==> src/rtl/bytecode_fetch.sv <==
`timescale 1ns/1ps
// bytecode_fetch
// Instruction fetch front end of the bytecode core. It reads the opcode byte
// from byte-wide program memory, then 0, 1 or 2 operand bytes depending on
// the opcode, and presents {opcode, operand, nargs, instr_pc} to the decoder
// over a valid/ready handshake. Only one instruction is ever in flight.
// A branch redirect from execute (jump_en) aborts whatever fetch is under way.
//
// Ports
//   clk          core clock, all state changes on the rising edge
//   rst          synchronous reset, active-low
//   mem_addr     program memory byte address (registered)
//   mem_rd       read strobe; mem_data is valid during the cycle mem_rd is high
//                and is captured at the end of that cycle
//   mem_data     program memory read data
//   instr_valid  opcode/operand/nargs/instr_pc hold a complete instruction
//   instr_ready  consumer accepts when instr_valid && instr_ready
//   opcode       instruction opcode byte
//   operand      operand bytes, big-endian, zero-extended when only one byte
//   nargs        number of operand bytes (0..2)
//   instr_pc     address of the opcode byte
//   jump_en      redirect request, one-cycle pulse
//   jump_addr    redirect target address

module bytecode_fetch #(
  parameter int                    ADDR_WIDTH = 16,
  parameter logic [ADDR_WIDTH-1:0] RESET_PC   = '0
) (
  input  logic                  clk,
  input  logic                  rst,
  output logic [ADDR_WIDTH-1:0] mem_addr,
  output logic                  mem_rd,
  input  logic [7:0]            mem_data,
  output logic                  instr_valid,
  input  logic                  instr_ready,
  output logic [7:0]            opcode,
  output logic [15:0]           operand,
  output logic [1:0]            nargs,
  output logic [ADDR_WIDTH-1:0] instr_pc,
  input  logic                  jump_en,
  input  logic [ADDR_WIDTH-1:0] jump_addr
);

  typedef enum logic [2:0] {
    REQ_OP,
    CAP_OP,
    REQ_A1,
    CAP_A1,
    REQ_A2,
    CAP_A2,
    ISSUE
  } state_t;

  // Operand byte count for each opcode; anything not listed carries none.
  function automatic logic [1:0] operand_count(input logic [7:0] op);
    if (op == 8'h11 || op == 8'h84 || (op >= 8'h99 && op <= 8'hA7))
      return 2'd2;  // sipush, iinc, if*/goto
    else if (op == 8'h10 || op == 8'h12 || op == 8'h15 || op == 8'h36)
      return 2'd1;  // bipush, ldc, iload, istore
    else
      return 2'd0;
  endfunction

  state_t                state;
  logic [ADDR_WIDTH-1:0] pc;
  logic [7:0]            byte1;         // high operand byte while the low one is read
  logic [1:0]            fetched_nargs;

  assign fetched_nargs = operand_count(mem_data);

  // NOTE: all state uses non-blocking assignments so every register samples
  // the values from before the edge, independent of statement order.
  always_ff @(posedge clk) begin
    if (!rst) begin
      state       <= REQ_OP;
      pc          <= RESET_PC;
      mem_addr    <= '0;
      mem_rd      <= 1'b0;
      instr_valid <= 1'b0;
      opcode      <= 8'h00;
      operand     <= 16'h0000;
      nargs       <= 2'd0;
      instr_pc    <= '0;
      byte1       <= 8'h00;
    end else if (jump_en) begin
      // Redirect wins over everything: any pending read is dropped by not
      // capturing it, and a handshake in the same cycle still completes.
      pc          <= jump_addr;
      state       <= REQ_OP;
      mem_rd      <= 1'b0;
      instr_valid <= 1'b0;
    end else begin
      // The strobe lasts a single cycle; only the REQ states raise it again.
      mem_rd <= 1'b0;
      unique case (state)
        REQ_OP, REQ_A1, REQ_A2: begin
          mem_addr <= pc;
          mem_rd   <= 1'b1;
          pc       <= pc + ADDR_WIDTH'(1);  // wraps to 0 past the top address
          state    <= (state == REQ_OP) ? CAP_OP :
                      (state == REQ_A1) ? CAP_A1 : CAP_A2;
        end
        CAP_OP: begin
          opcode   <= mem_data;
          instr_pc <= pc - ADDR_WIDTH'(1);
          operand  <= 16'h0000;
          nargs    <= fetched_nargs;
          if (fetched_nargs == 2'd0) begin
            instr_valid <= 1'b1;
            state       <= ISSUE;
          end else begin
            state <= REQ_A1;
          end
        end
        CAP_A1: begin
          if (nargs == 2'd1) begin
            operand     <= {8'h00, mem_data};
            instr_valid <= 1'b1;
            state       <= ISSUE;
          end else begin
            byte1 <= mem_data;
            state <= REQ_A2;
          end
        end
        CAP_A2: begin
          operand     <= {byte1, mem_data};
          instr_valid <= 1'b1;
          state       <= ISSUE;
        end
        ISSUE: begin
          if (instr_ready) begin
            instr_valid <= 1'b0;
            state       <= REQ_OP;
          end
        end
        default: state <= REQ_OP;
      endcase
    end
  end

endmodule
==> config.mk <==
export PLATFORM = sky130hd
export DESIGN_NAME = bytecode_fetch
export DESIGN_NICKNAME = d
export VERILOG_FILES = /design/src/rtl/bytecode_fetch.sv
export SDC_FILE = /design/constraint.sdc
export NUM_CORES = 1
export LEC_CHECK = 0
export CAP_MARGIN = 20
export CORE_MARGIN = 1.5
export CORE_UTILIZATION = 35
export CTS_BUF_LIST = sky130_fd_sc_hd__clkbuf_2
export CTS_CLUSTER_DIAMETER = 30
export CTS_CLUSTER_SIZE = 16
export DETAILED_ROUTE_END_ITERATION = 10
export HOLD_SLACK_MARGIN = 0.08
export SKIP_CTS_REPAIR_TIMING = 1
export SYNTH_ARGS = -nofsm -noshare
export SYNTH_HDL_FRONTEND = slang
export SYNTH_SLANG_ARGS = --single-unit
export TNS_END_PERCENT = 1
==> constraint.sdc <==
create_clock -name clk -period 2.05 [get_ports clk]
set_input_delay 0.615 -clock clk [delete_from_list [all_inputs] [get_ports clk]]
set_output_delay 0.615 -clock clk [all_outputs]
set_load 0.03 [all_outputs]
==> summary.txt, run 1 <==
GRT
  – Vias in the first global route: about 3600
  – Initial antenna violation count: 0
  – First-pass GRT wire length: 18430 um
  – Total track usage: 0.1988
  – Total grt overflow: 0
  – Largest net degree at the start of global routing: 38

Synthesis
  – Cell area after synthesis: between 3000 and 4000 sq um
  – Syn Nets: 506
  – Mapped Avg Cell Area: between 8 and 9 sq um
  – Post-synthesis cell type count: 48
  – Async set-reset flop share out of synthesis: 0
  – EDFF count, synth: 0
  – Synthesized instance count: approximately 480
  – Ys flop type: dfxtp_1
  – YS warnings: 0
  – Sequential area share after synthesis: 0.4444
  – Synth Register Bits: 87

Route
  – DRC viols: 0
  – Via density: 5.192
  – Pre-antenna DRT Iters: 4
  – ANT nets after route: 0
  – Drt total wl: 11450 um
  – Vias: 3780
  – Initial DRC Count: approximately 220
  – Drt wl/cell: 15.73 um

STA
  – RSZ-0062 raised after global routing: true
  – Rel. slew slack: 0.6085
  – Final period util: 0.9740
  – Slew Viols, Final: 0
  – Setup TNS: 0 ns
  – Final hold violations: 0
  – Final min period: 1.997 ns
  – Setup violations, final: 0
  – Worst Max-Slew Pin Slew: 0.5852 ns
  – Clock skew after layout: 0.03535 ns
  – Fmax: 500.8 MHz

Finish
  – Finished Layout Cells: 728
  – Most common cell after layout, fill and taps aside: dfxtp_1
  – Fraction of layout cells with a size suffix above 1: 0.1429
  – Final core occ: 0.5047
  – P&R area growth vs syn: 40.23%
  – Ant diodes: 0
  – Final Cell Area: around 5500 sq um
  – Commonest non-fill, non-tap cells in the layout: dfxtp_1 (86), nand2_1 (62), dlymetal6s2s_1 (60)
  – Final nets: 613
  – FILL cells: around 1000

Place
  – Placed cell count: 712
  – GPL Wtd Cong: 0.8504
  – DP Wirelength: 8399 um
  – Placed Area: 5230 sq um
  – Port Buffers: 87

Floorplanning
  – Die W: 108.8 um
  – Starting density of the core: 0.3599
  – Core ar.: 10890 sq um
  – Io pins: 88
  – Cell Rows: 38
  – Die Span Y: 108.8 um
  – Die Footprint: 11840 sq um

Setup path
  – CP required: 2.50 ns
  – Startpoint types: flop
  – Crit end category: flop
  – CP arrival: 2.45 ns
  – Critical Path, Cell by Cell: or4_4 -> or4_1 -> or3_1 -> a311oi_1
  – Worst path slowest cell: or4_4
  – Worst flop-to-flop path startpoint: pc[5]$_SDFFE_PN0P_
  – Crit-path max FO: 4
  – CP Class: reg2reg
  – Slowest stage delay, CP: 0.56 ns
  – R2R cell count: 4
  – Worst Setup SP: pc[5]$_SDFFE_PN0P_

Min path
  – Number of cells on the worst hold path: 2
  – Hold/Removal Path Class: reg2reg
  – Min-delay src: mem_addr[3]$_SDFFE_PN0P_

Clock network
  – TritonCTS clock tree: built
  – H-tree lvl count: 3
  – Clock sink count: 87
  – Max Root-Sink Buffers: 2
  – CTS buffer count: 9
  – Clock transition at the registers of the reported paths: 0.28 ns
  – Worst-skew pair later-pin latency: 0.53 ns
  – Root Buffer Master: clkbuf_2

Run status
  – Outcome: finished clean

Pwr
  – Leakage: about 3 nW
  – Pwr dens: 592.2 nW/um^2
  – VDD IR max: about 0.28 mV

Job
  – Max Cap Viol: 0
-- worst max-delay path, delay by kind of cell (launching register included) --
family | cells | cell delay [ns]
flops | 1 | 0.38
simple gates | 3 | 1.29
compound gates | 1 | 0.24
-- cell usage after synthesis (2+ instances only) --
| library cell | number | area share |
|---|---|---|
| o21ai_0 | 30 | 0.038 |
| o31ai_1 | 7 | 0.013 |
| inv_1 | 4 | 0.0038 |
| a31oi_1 | 8 | 0.013 |
| dfxtp_1 | 87 | 0.44 |
| a211oi_1 | 7 | 0.013 |
| xor2_1 | 6 | 0.013 |
| and4b_1 | 2 | 0.0051 |
| ha_1 | 2 | 0.0064 |
| or4b_2 | 2 | 0.0051 |
| or2_2 | 2 | 0.0032 |
| nor2_1 | 23 | 0.022 |
| nand2b_1 | 20 | 0.032 |
| nand2_1 | 62 | 0.059 |
| mux2_2 | 2 | 0.0057 |
| and4_1 | 2 | 0.0045 |
| clkinv_1 | 2 | 0.0019 |
| a311oi_1 | 5 | 0.011 |
| clkbuf_1 | 39 | 0.037 |
| nor3b_1 | 3 | 0.0057 |
| nor4bb_1 | 3 | 0.0077 |
| nand4_1 | 14 | 0.022 |
| nor3_1 | 9 | 0.011 |
| and2_1 | 5 | 0.0080 |
| nand3_1 | 16 | 0.020 |
| nor4_1 | 3 | 0.0048 |
| or3_1 | 6 | 0.0096 |
| mux2i_1 | 9 | 0.023 |
| or4_1 | 9 | 0.017 |
| and3_1 | 4 | 0.0064 |
| a21oi_1 | 54 | 0.069 |
| xnor2_1 | 9 | 0.020 |
| buf_2 | 4 | 0.0051 |
| nor2b_1 | 2 | 0.0032 |
-- sequential cells by signal, summed over array words and instances (netlist names) --
name / flops
byte1: 8
instr_pc: 16
instr_valid: 1
mem_addr: 16
mem_rd: 1
nargs: 2
opcode: 8
operand: 16
pc: 16
state: 3
-- final timing paths --
kind                               endpoint  slack [ns]
hold / removal     mem_addr[3]$_SDFFE_PN0P_        0.48
setup / recovery  instr_pc[12]$_SDFFE_PN0P_        0.05
setup reg to reg  instr_pc[12]$_SDFFE_PN0P_        0.05
hold reg to reg    mem_addr[3]$_SDFFE_PN0P_        0.48
-- metrics by stage --
stage               worst slack, ns  total power (W)  hold WS (ns)
floorplan                   0.05193         0.002177        0.4476
global placement            -0.2367         0.002473        0.4437
detailed placement          -0.2279         0.002478        0.4498
CTS                         -0.3066         0.003288        0.4767
global route               -0.01925         0.003418        0.4986
finish                      0.05325         0.003254        0.4761
-- area by class of cell --
type,instances,area (sq um),share of cell area
well taps,140,175.2,0.03188
inverters,6,22.52,0.004098
flip-flops and latches,87,1743,0.3172
repair buffers,140,1456,0.2650
multi-input cells,339,1998,0.3636
clock inverters,7,55.05,0.01002
clock buffers,9,45.04,0.008197
-- power breakdown --
part | switching [W] | internal, W | total, W | leakage [nW]
clock network | 0.000637 | 0.000171 | 0.000808 | 0.0589
logic | 0.000353 | 0.000288 | 0.000641 | 2.22
registers | 0.0000455 | 0.00176 | 0.00181 | 0.709
total | 0.00104 | 0.00222 | 0.00325 | 2.99
-- cells by family (layout without fill, tap and decap cells) --
family | after synthesis | in the layout | share of synthesized area
flip-flops | 87 | 87 | 0.4444
AO/OA/AOI/OAI | 117 | 117 | 0.1715
AND/OR/NAND/NOR | 194 | 194 | 0.2644
adder cells (fa/ha/maj) | 2 | 2 | 0.006385
multiplexers | 11 | 11 | 0.02874
buffers and inverters | 50 | 162 | 0.05109
XOR/XNOR | 15 | 15 | 0.03353
-- metal layers --
layer  global-route usage  vias to the layer above  wire length [um]
li1                     -                     1909                 -
met1               0.2697                     1773              5407
met2               0.3266                       94              5427
met3              0.03766                        4               563
met4              0.04605                        0                55
met5                    0                        -                 0
Note: power is estimated with default switching activity, not from simulation.
==> inputs of run 2 (changes only) <==
--- a/config.mk
+++ b/config.mk
@@ -10,7 +10,7 @@
 export CORE_UTILIZATION = 35
 export CTS_BUF_LIST = sky130_fd_sc_hd__clkbuf_2
 export CTS_CLUSTER_DIAMETER = 30
-export CTS_CLUSTER_SIZE = 16
+export CTS_CLUSTER_SIZE = 24
 export DETAILED_ROUTE_END_ITERATION = 10
 export HOLD_SLACK_MARGIN = 0.08
 export SKIP_CTS_REPAIR_TIMING = 1
==> results of run 2 <==
The final DEF is identical to that of run 1; final timing and power are the same.
